$ cat src/rtl/irq_ctrl.sv
// irq_ctrl: parametrised 68k interrupt controller.
// Synchronises active-low request lines, applies per-channel mask and
// edge/level mode, drives the encoded active-low IPL bus and answers IACK
// cycles with a vector number, an autovector request or a spurious flag.
// Build option: define IRQ_AUTOVECTOR_EN to answer every hit with avec_n
// instead of vector/vector_valid.
module irq_ctrl #(
    parameter int                  NUM_CH      = 4,
    // Packed 3-bit level per channel, channel i in bits [3i+2:3i].
    // Default: channel 0 = level 2, 1 = level 3, 2 = level 4, 3 = level 5.
    parameter logic [3*NUM_CH-1:0] CH_LEVELS   = {3'd5, 3'd4, 3'd3, 3'd2},
    parameter logic [NUM_CH-1:0]   EDGE_MASK   = '0,
    parameter logic [7:0]          VECTOR_BASE = 8'h40
) (
    input  logic              clk,
    input  logic              reset,
    input  logic [NUM_CH-1:0] irq_n,
    input  logic [NUM_CH-1:0] irq_mask,
    input  logic              iack,
    input  logic [2:0]        iack_level,
    output logic [2:0]        ipl_n,
    output logic [7:0]        vector,
    output logic              vector_valid,
    output logic              avec_n,
    output logic              spurious
);

    localparam logic [7:0] SPURIOUS_VECTOR = 8'h18;

    // The synchroniser flops hold the inverted (active-high) request, so
    // their reset value of 0 means "no request" and no false edge appears
    // when reset is released with all lines idle.
    logic [NUM_CH-1:0] sync1_reg;
    logic [NUM_CH-1:0] sync2_reg;
    logic [NUM_CH-1:0] req_d_reg;
    logic [NUM_CH-1:0] pending_reg;
    logic [NUM_CH-1:0] pending_next;

    logic [NUM_CH-1:0] rise;
    logic [NUM_CH-1:0] active;
    logic [NUM_CH-1:0] eligible;
    logic [2:0]        ch_level [NUM_CH];

    logic [2:0]        win_level;
    logic              hit;
    logic [2:0]        hit_idx;
    logic              ack_clear;

    logic [2:0]        ipl_n_next;
    logic [7:0]        vector_next;
    logic              vector_valid_next;
    logic              avec_n_next;
    logic              spurious_next;

    assign ack_clear = iack & hit;

    // Two-flop synchroniser plus one-cycle delayed copy for edge detection.
    always_ff @(posedge clk or posedge reset) begin
        if (reset) begin
            sync1_reg <= '0;
            sync2_reg <= '0;
            req_d_reg <= '0;
        end else begin
            sync1_reg <= ~irq_n;
            sync2_reg <= sync1_reg;
            req_d_reg <= sync2_reg;
        end
    end

    // Per-channel mode, activity and eligibility.
    genvar gi;
    generate
        for (gi = 0; gi < NUM_CH; gi++) begin : g_ch
            localparam logic [2:0] LVL = CH_LEVELS[3*gi +: 3];

            assign ch_level[gi] = LVL;
            assign rise[gi]     = sync2_reg[gi] & ~req_d_reg[gi];

            if (EDGE_MASK[gi]) begin : g_edge
                // The edge counts in the cycle it is seen, so edge channels
                // reach ipl_n with the same latency as level channels.
                assign active[gi]       = pending_reg[gi] | rise[gi];
                // A new edge in the acknowledge cycle wins over the clear.
                assign pending_next[gi] = rise[gi] |
                    (pending_reg[gi] & ~(ack_clear && (hit_idx == 3'(gi))));
            end else begin : g_level
                assign active[gi]       = sync2_reg[gi];
                assign pending_next[gi] = 1'b0;
            end

            // Mask only gates eligibility; latching above ignores it.
            assign eligible[gi] = active[gi] & ~irq_mask[gi] & (LVL != 3'd0);
        end
    endgenerate

    // Pending edge latches.
    always_ff @(posedge clk or posedge reset) begin
        if (reset) begin
            pending_reg <= '0;
        end else begin
            pending_reg <= pending_next;
        end
    end

    // Highest level among eligible channels drives the IPL bus.
    always_comb begin
        win_level = 3'd0;
        for (int i = 0; i < NUM_CH; i++) begin
            if (eligible[i] && (ch_level[i] > win_level)) begin
                win_level = ch_level[i];
            end
        end
        ipl_n_next = ~win_level;
    end

    // IACK match: lowest-index eligible channel at the acknowledged level.
    always_comb begin
        hit     = 1'b0;
        hit_idx = 3'd0;
        for (int i = NUM_CH - 1; i >= 0; i--) begin
            if (eligible[i] && (ch_level[i] == iack_level)) begin
                hit     = 1'b1;
                hit_idx = 3'(i);
            end
        end
    end

    // Response for the current IACK; strobes are idle otherwise.
    always_comb begin
        vector_next       = 8'h00;
        vector_valid_next = 1'b0;
        avec_n_next       = 1'b1;
        spurious_next     = 1'b0;
        if (iack) begin
            if (hit) begin
`ifdef IRQ_AUTOVECTOR_EN
                avec_n_next       = 1'b0;
`else
                vector_next       = VECTOR_BASE + {5'd0, hit_idx};
                vector_valid_next = 1'b1;
`endif
            end else begin
                vector_next   = SPURIOUS_VECTOR;
                spurious_next = 1'b1;
            end
        end
    end

    // Registered outputs.
    always_ff @(posedge clk or posedge reset) begin
        if (reset) begin
            ipl_n        <= 3'b111;
            vector       <= 8'h00;
            vector_valid <= 1'b0;
            avec_n       <= 1'b1;
            spurious     <= 1'b0;
        end else begin
            ipl_n        <= ipl_n_next;
            vector       <= vector_next;
            vector_valid <= vector_valid_next;
            avec_n       <= avec_n_next;
            spurious     <= spurious_next;
        end
    end

endmodule
$ cat config.mk
export PLATFORM = sky130hd
export DESIGN_NAME = irq_ctrl
export DESIGN_NICKNAME = d
export VERILOG_FILES = /design/src/rtl/irq_ctrl.sv
export SDC_FILE = /design/constraint.sdc
export NUM_CORES = 1
export LEC_CHECK = 0
export CORE_MARGIN = 3
export CORE_UTILIZATION = 41
export CTS_BUF_LIST = sky130_fd_sc_hd__clkbuf_16
export DETAILED_ROUTE_END_ITERATION = 6
export PLACE_DENSITY = 0.83
export REMOVE_ABC_BUFFERS = 1
export SLEW_MARGIN = 20
export SYNTH_ARGS = -nofsm -noshare
export SYNTH_HDL_FRONTEND = slang
export SYNTH_SLANG_ARGS = --single-unit
$ cat constraint.sdc
create_clock -name clk -period 1.9 [get_ports clk]
set_input_delay 0.57 -clock clk [delete_from_list [all_inputs] [get_ports clk]]
set_output_delay 0.57 -clock clk [all_outputs]
set_load 0.02 [all_outputs]
* After elaboration in Yosys (flattened, before gate mapping)
Cells that the tools add are included.
Word-level totals: bits in registers 21, input bits 14, output and inout port bits 14, word-level logic and storage cells 49
Cells by class: add/subtract/negate cells 1, order comparisons 3, equal/unequal tests 4, multiplexer cells 18, bitwise operators 10, reduce and logical (&&, ||, !) cells 7
Operator list (count):
- $mux 8 | 2
- $mux 2 | 5
- $mux 3 | 3
- $add 7x3->8 const A | 1
- $mux 1 | 8
- $logic_and 1x1->1 | 7
- $eq 2x3->1 const A | 2
- $eq 3x3->1 const A | 2
- $gt 3x3->1 const A | 2
- $and 1x1->1 | 4
- $not 1->1 | 4
- $not 4->4 | 1
- $gt 2x3->1 const A | 1
- $not 3->3 | 1

* Longest topological paths before layout
Gate-level depths: netlist of run 1.
depth after elaboration 13, gate-level depth with buffers 3, mapped depth without buffers 3

* Least setup slack after synthesis of run 1
No wires, ideal clock.
kind input port to flip-flop, start point input port irq_mask[2], end point register vector[4], library setup time 0.120 ns, arrival time 1.381 ns, data required time 1.780 ns, slack 0.399 ns, stages 3, buffers on the path 0, cell sequence nand2b_4 -> or4b_4 -> and3b_1
Between the ends: cells in the longest elaborated chain, start to end 9, elaborated cells between the ends (all ways) 12, classes of those cells 1 x add/sub; 8 x mux; 2 x bitwise; 1 x reduce/logical
RTL lines:
- start: declaration | line 18 | input logic [NUM_CH-1:0] irq_mask,
- $not 1->1 (*) | line 92 | assign eligible[gi] = active[gi] & ~irq_mask[gi] & (LVL != 3'd0);
- $and 1x1->1 (*) | line 92
- $logic_and 1x1->1 (*) | line 121 | if (eligible[i] && (ch_level[i] == iack_level)) begin
- $mux 2 (3 in a row) | line 121
- $add 7x3->8 | line 139 | vector_next = VECTOR_BASE + {5'd0, hit_idx};
- $mux 8 (*) | line 135 | if (hit) begin
- $mux 8 (*) | line 134 | if (iack) begin
- end signal: assignment | line 159 | vector <= vector_next;
- end: declaration | line 22 | output logic [7:0] vector,
Every way passes the cells marked *; elsewhere a longest branch is shown, timed or not.

* Worst setup path after layout of run 1
start point register vector[4], end point output port vector[4]
No word-level cell between the ends.

==> qor.txt, run 1 <==
status -> completed
height of the die -> 44.2 um
ratio of routed vias to standard cells -> 4.69
synthesis warning total -> 0
most common cell after layout, fill and taps aside -> sky130_fd_sc_hd__clkdlybuf4s50_1
cell area after layout -> 877 um2
Die X -> 44.2 um
final worst path period need -> 1.78 ns
area inside the core boundary -> 1330 um2
H-tree depth -> 1
Worst Hold Launch -> sync1_reg[1]
worst clock skew on the final layout -> 0.00221 ns
Max-Cap Viols -> 0
Worst R2R Start -> active[2]
clock sink count -> 15
total routed wirelength -> 1010 um
compound-cell area share of the yosys netlist -> 6.71%
Placer Congestion -> 0.716
largest voltage drop on the vdd net -> 0.564 mV
cell chosen for the clock root -> sky130_fd_sc_hd__clkbuf_16
Hold Path End -> active[1]
total count of max-transition violations in the final report -> 0
post-detailed-placement half-perimeter wirelength -> 766 um
DRC marker count from the first detailed-route iteration -> 5
worst path bufs/invs -> 1
Max Fanout on Critical Path -> 3
setup repair after global routing missed its margin -> no
global router's overall resource usage -> 13.6%
number of hold violations in the final report -> 0
reported leakage power -> 0.404 nW
final worst-path cycle share -> 93.9%
Core Util, Final -> 65.8%
ant diodes -> 0
maximum clock rate -> 0.561 GHz
clock insertion delay at the later pin of the skew report -> 0.24 ns
initial antenna violation count -> 0
power per unit of standard cell area -> 971 nW/um2
Port Buf Inserts -> 23
wire length of the first global-routing pass -> 1790 um
I/O pin count -> 28
transition at the pin with the smallest max-transition slack -> 0.526 ns
CP peak stage delay -> 0.61 ns
worst hold path depth -> 0
maximum number of pins on one net before global-route repair -> 16
number of filler cells placed in the layout -> 108
gate count after technology mapping -> 50
mux cell area share after synthesis -> 0%
count of hold-fix buffers inserted at cts -> 0
required arrival time at the worst endpoint -> 1.33 ns
routed wirelength normalized by instance count -> 11.6 um
cell area after synthesis -> 597 um2
adder-cell share of the synthesized area -> 0%
critical-path cell list -> clkdlybuf4s50_1
final net count -> 87
buffer depth of the longest clock path -> 2
number of register bits inferred by synthesis -> 15
via total after detailed routing -> 408
Seq/Total Area, Yosys -> 63.5%
worst endpoint data arrival time -> 1.21 ns
worst reg2reg setup slack -> 0.61 ns
element type at the critical path start -> flip-flop
XOR/XNOR share of the synthesized area -> 0%
cell with the largest stage delay on the worst path -> sky130_fd_sc_hd__clkdlybuf4s50_1
number of optimization iterations in the first detailed-route pass -> 4
Placement Rows -> 13
clock buffer count from CTS -> 3
commonest non-fill, non-tap cells in the layout -> sky130_fd_sc_hd__clkdlybuf4s50_1, sky130_fd_sc_hd__dfrtp_1, sky130_fd_sc_hd__inv_1, sky130_fd_sc_hd__conb_1
mean instance size in the synthesized netlist -> 11.9 um2
number of library cell types mapped by synthesis -> 17
clock tree from TritonCTS -> yes
dominant combinational cell family by area after synthesis -> simple AND/OR/NAND/NOR gates
area delta synth->final -> 47.0%
clock slew at the register clock pins of the worst setup and hold paths -> 0.05 ns
final setup fails -> 0
family of cells with the greatest summed delay on the critical path -> buffers and inverters
Synth Area in Simple Gates -> 15.3%
endpoint of the worst register-to-register path -> vector[4]
placed inst area -> 801 um2
floorplan die area -> 1950 um2
remaining max-slew budget at the tightest pin -> 64.9%
fraction of final layout cells with drive strength greater than 1 -> 13.9%
crit path kind -> flip-flop to output pin
Initial Utilization -> 44.7%
sum of overflow across all layers after global routing -> 0
type of the most critical hold path -> flip-flop to flip-flop
r2r worst-path depth -> 3
number of global-route vias before repair -> 428
crit end category -> output pin
Routed Antenna Nets -> 0
number of DRC violations after detailed routing -> 0
cell usage after synthesis (all sizes together):
library cell  number  area (um2)
nor2               2        7.51
buf                7        52.6
dfrtp             12         300
a21oi              3        15.0
nand2              1        3.75
or4b               1        13.8
nor4bb             2        20.0
dfstp              3        78.8
inv                7        26.3
nor2b              3        18.8
a31o               1        8.76
o21ai              2        10.0
nand3              1        5.00
and3b              1        8.76
a31oi              1        6.26
nand2b             1        13.8
conb               2        7.51
timing repair:
action                                  4_1_cts  5_1_grt
endpoints found under the setup margin        3        0
buffers inserted                              0        0
gates resized for setup                       3        0
logic make-up after synthesis:
| kind of cell | count (synthesis) |
|---|---|
| compound gates | 7 |
| flops | 15 |
| simple gates | 12 |
| buf+inv | 14 |
| other cells | 2 |
area by class of cell:
class,instances,area [um2],share of cell area (%)
clock buffer,3,75.1,8.56
clock inverter,1,5.00,0.571
inverter,7,26.3,3.00
multi-input combinational,23,146,16.7
sequential,15,379,43.2
tap,15,18.8,2.14
timing repair buffer,23,226,25.8
metal layers:
layer	wire length [um]	track usage, %	vias up	part of all wire [%]
li1	-	-	192	-
met1	337	13.1	182	33
met2	478	22.1	30	47
met3	164	6.10	4	16
met4	29	10.8	0	2.9
met5	0	0	-	0
per-stage QoR:
| step | hold slack [ns] | setup WS, ns | power (W) | instances | TNS, ns |
|---|---|---|---|---|---|
| after floorplan | 0.331 | 0.399 | 0.000397 | 45 | 0 |
| after global placement | 0.332 | -0.0547 | 0.000452 | 83 | -0.0547 |
| after detailed placement | 0.336 | -0.0733 | 0.000455 | 83 | -0.0877 |
| after CTS | 0.349 | 0.0960 | 0.000863 | 87 | 0 |
| after global routing | 0.369 | 0.0642 | 0.000889 | 87 | 0 |
| final | 0.344 | 0.117 | 0.000852 | 87 | 0 |
where the power goes:
part | switching, W | internal [W]
clock network | 0.000125 | 0.000281
logic | 0.0000488 | 0.0000507
registers | 0.00000585 | 0.000340
total | 0.000180 | 0.000672
worst max-delay path by stage:
stage | depth (start not counted) | endpoint | slack (ns) | start
floorplan | 3 | vector[4] | 0.40 | irq_mask[2]
global placement | 4 | vector[4] | -0.05 | irq_mask[2]
detailed placement | 4 | vector[4] | -0.07 | irq_mask[2]
CTS | 1 | vector[6] | 0.1 | vector[6]
global route | 1 | vector[4] | 0.06 | vector[4]
finish | 1 | vector[4] | 0.12 | vector[4]
No activity file was read; power rests on OpenSTA's default activity.
==> run 2, diff against run 1 <==
CORE_ASPECT_RATIO = 0.8   (was default)
CORE_UTILIZATION = 35   (was 41)
PLACE_DENSITY = 0.76   (was 0.83)
clock period = 1.5 ns   (was 1.9 ns; I/O delays follow)
==> run 2 against run 1 <==
Effect of this change: non-clock buffer count up 5; total power up 23%; register-to-register slack worse by 0.35 ns.
==> qor.txt, run 2 (synthesized netlist as in run 1, its figures left out) <==
status -> completed
number of optimization iterations in the first detailed-route pass -> 1 (-3)
final critical-path setup slack -> 0.0559 ns (-0.0606 ns)
critical-path cell list -> clkdlybuf4s15_2
final worst path period need -> 1.44 ns
Hold Path End -> active[2]
global router's overall resource usage -> 11.0% (-2.5 points)
number of global-route vias before repair -> 412 (-3.7%)
crit path kind -> flip-flop to output pin
initial antenna violation count -> 0 (unchanged)
ant diodes -> 0 (unchanged)
Die X -> 52.2 um (+18%)
type of the most critical hold path -> flip-flop to flip-flop
Initial Utilization -> 40.2% (-4.6 points)
Max Fanout on Critical Path -> 1 (-2)
power per unit of standard cell area -> 1160 nW/um2 (+20%)
final worst-path cycle share -> 96.3%
Port Buf Inserts -> 23 (unchanged)
family of cells with the greatest summed delay on the critical path -> flip-flops
setup repair after global routing missed its margin -> no
cell with the largest stage delay on the worst path -> sky130_fd_sc_hd__dfstp_2
cell chosen for the clock root -> sky130_fd_sc_hd__clkbuf_16
area inside the core boundary -> 1490 um2 (+11%)
H-tree depth -> 1 (unchanged)
total count of max-transition violations in the final report -> 0 (unchanged)
maximum clock rate -> 0.692 GHz
worst endpoint data arrival time -> 0.99 ns (-0.22 ns)
Net Switching -> 0.000207 W (+15%)
required arrival time at the worst endpoint -> 1.05 ns (-0.28 ns)
power share of the clock group -> 46.3% (-1.4 points)
worst path bufs/invs -> 1 (unchanged)
height of the die -> 42.9 um (-2.8%)
via total after detailed routing -> 408 (unchanged)
ratio of routed vias to standard cells -> 4.16 (-11%)
wire length of the first global-routing pass -> 1740 um (-2.7%)
internal power consumption -> 0.000844 W (+26%)
number of DRC violations after detailed routing -> 0 (unchanged)
routed wirelength normalized by instance count -> 9.98 um (-14%)
area delta synth->final -> 51.2%
r2r worst-path depth -> 3 (unchanged)
total routed wirelength -> 978 um (-3.1%)
Worst R2R Start -> active[2]
clock sink count -> 15 (unchanged)
clock buffer count from CTS -> 3 (unchanged)
commonest non-fill, non-tap cells in the layout -> sky130_fd_sc_hd__dfrtp_1, sky130_fd_sc_hd__dlygate4sd2_1, sky130_fd_sc_hd__clkdlybuf4s50_1, sky130_fd_sc_hd__inv_1, sky130_fd_sc_hd__buf_4
Placement Rows -> 12 (-1)
floorplan die area -> 2240 um2 (+15%)
Max-Cap Viols -> 0 (unchanged)
buffer depth of the longest clock path -> 2 (unchanged)
final net count -> 92 (+5.7%)
I/O pin count -> 28 (unchanged)
element type at the critical path start -> flip-flop
endpoint of the worst register-to-register path -> vector[4]
worst clock skew on the final layout -> 0.00126 ns (-0.000945 ns)
Worst Hold Launch -> sync1_reg[2]
part of the power in combinational logic -> 12.0% (+0.3 points)
sequential share of power -> 41.7% (+1.0 points)
largest voltage drop on the vdd net -> 1.00 mV (+77%)
sum of overflow across all layers after global routing -> 0 (unchanged)
worst hold path depth -> 0 (unchanged)
final setup fails -> 0 (unchanged)
reported leakage power -> 0.459 nW (+14%)
crit end category -> output pin
maximum number of pins on one net before global-route repair -> 16 (unchanged)
Routed Antenna Nets -> 0 (unchanged)
clock insertion delay at the later pin of the skew report -> 0.24 ns (about the same)
fraction of final layout cells with drive strength greater than 1 -> 22.1% (+8.2 points)
PnR Total Power -> 0.00105 W (+23%)
worst reg2reg setup slack -> 0.26 ns (-0.35 ns)
number of hold violations in the final report -> 0 (unchanged)
Net Sw Frac -> 19.7% (-1.4 points)
post-detailed-placement half-perimeter wirelength -> 801 um (+4.5%)
clock slew at the register clock pins of the worst setup and hold paths -> 0.04 ns (about the same)
count of hold-fix buffers inserted at cts -> 0 (unchanged)
Placer Congestion -> 0.703 (-1.8%)
CP peak stage delay -> 0.51 ns (-0.10 ns)
clock tree from TritonCTS -> yes
most common cell after layout, fill and taps aside -> sky130_fd_sc_hd__dfrtp_1
DRC marker count from the first detailed-route iteration -> 0 (-5)
Worst Setup Slack post-DPL -> -0.340 ns (-0.267 ns)
-- run 2: cell count changes in the layout (fill, tap and decap cells not counted) --
cell / change
sky130_fd_sc_hd__buf_4: +5
sky130_fd_sc_hd__clkdlybuf4s15_2: +1
sky130_fd_sc_hd__clkdlybuf4s50_1: -11
sky130_fd_sc_hd__clkbuf_2: +2
sky130_fd_sc_hd__inv_1: +1
sky130_fd_sc_hd__o21ai_0: -1
sky130_fd_sc_hd__o21ai_1: +1
sky130_fd_sc_hd__dlygate4sd2_1: +8
sky130_fd_sc_hd__clkinv_2: -1
-- run 2: area by class of cell --
| class | count | area, um2 |
|---|---|---|
| clock inverters | 1 | 3.75 |
| clock buffers | 3 | 75.1 |
| repair buffers | 28 | 245 |
| flip-flops and latches | 15 | 379 |
| well taps | 21 | 26.3 |
| multi-input cells | 23 | 146 |
| inverters | 7 | 26.3 |
| fillers | 142 | 584 |
-- run 2: metal layers --
layer  share of wire [%]  track usage, %  up-vias
met5                   0               0        -
met4                   0            3.06        0
met3                  12            6.67        0
met2                  51            19.8       20
met1                  37            10.4      185
li1                    -               -      203
-- run 2: power groups by stage --
stage	Combinational, W	Sequential (W)	Clock [W]
4_1_cts	0.000130	0.000438	0.000505
3_5_place_dp	0.000142	0.000445	0
2_1_floorplan	0.0000376	0.000465	0
5_1_grt	0.000137	0.000441	0.000537
3_3_place_gp	0.000139	0.000444	0
6_report	0.000126	0.000438	0.000487
-- run 2: how the worst max path moves through the flow --
stage | start | endpoint | slack [ns] | cells after the start
global placement | irq_mask[2] | vector[4] | -0.33 | 4
global route | irq_mask[3] | vector[4] | 0.004 | 4
CTS | ipl_n[0] | ipl_n[0] | 0.01 | 1
finish | ipl_n[1] | ipl_n[1] | 0.06 | 1
detailed placement | irq_mask[2] | vector[4] | -0.34 | 4
floorplan | irq_mask[2] | vector[4] | 0.12 | 3
-- run 2: stage by stage --
step                instances  utilization, %  instance area, um2  hold slack [ns]  TNS [ns]
floorplan                  45               -                 552            0.331         0
global placement           94            56.9                 846            0.332     -1.08
detailed placement         94            56.9                 846            0.336     -1.12
CTS                        98            61.4                 912            0.347         0
global route               98            60.7                 902            0.353         0
finish                     98            60.7                 902            0.343         0
-- run 2: timing repair --
item	CTS	global route
setup endpoints to repair	13	2
setup buffers	0	0
resized for setup	19	2
pin swaps	1	0
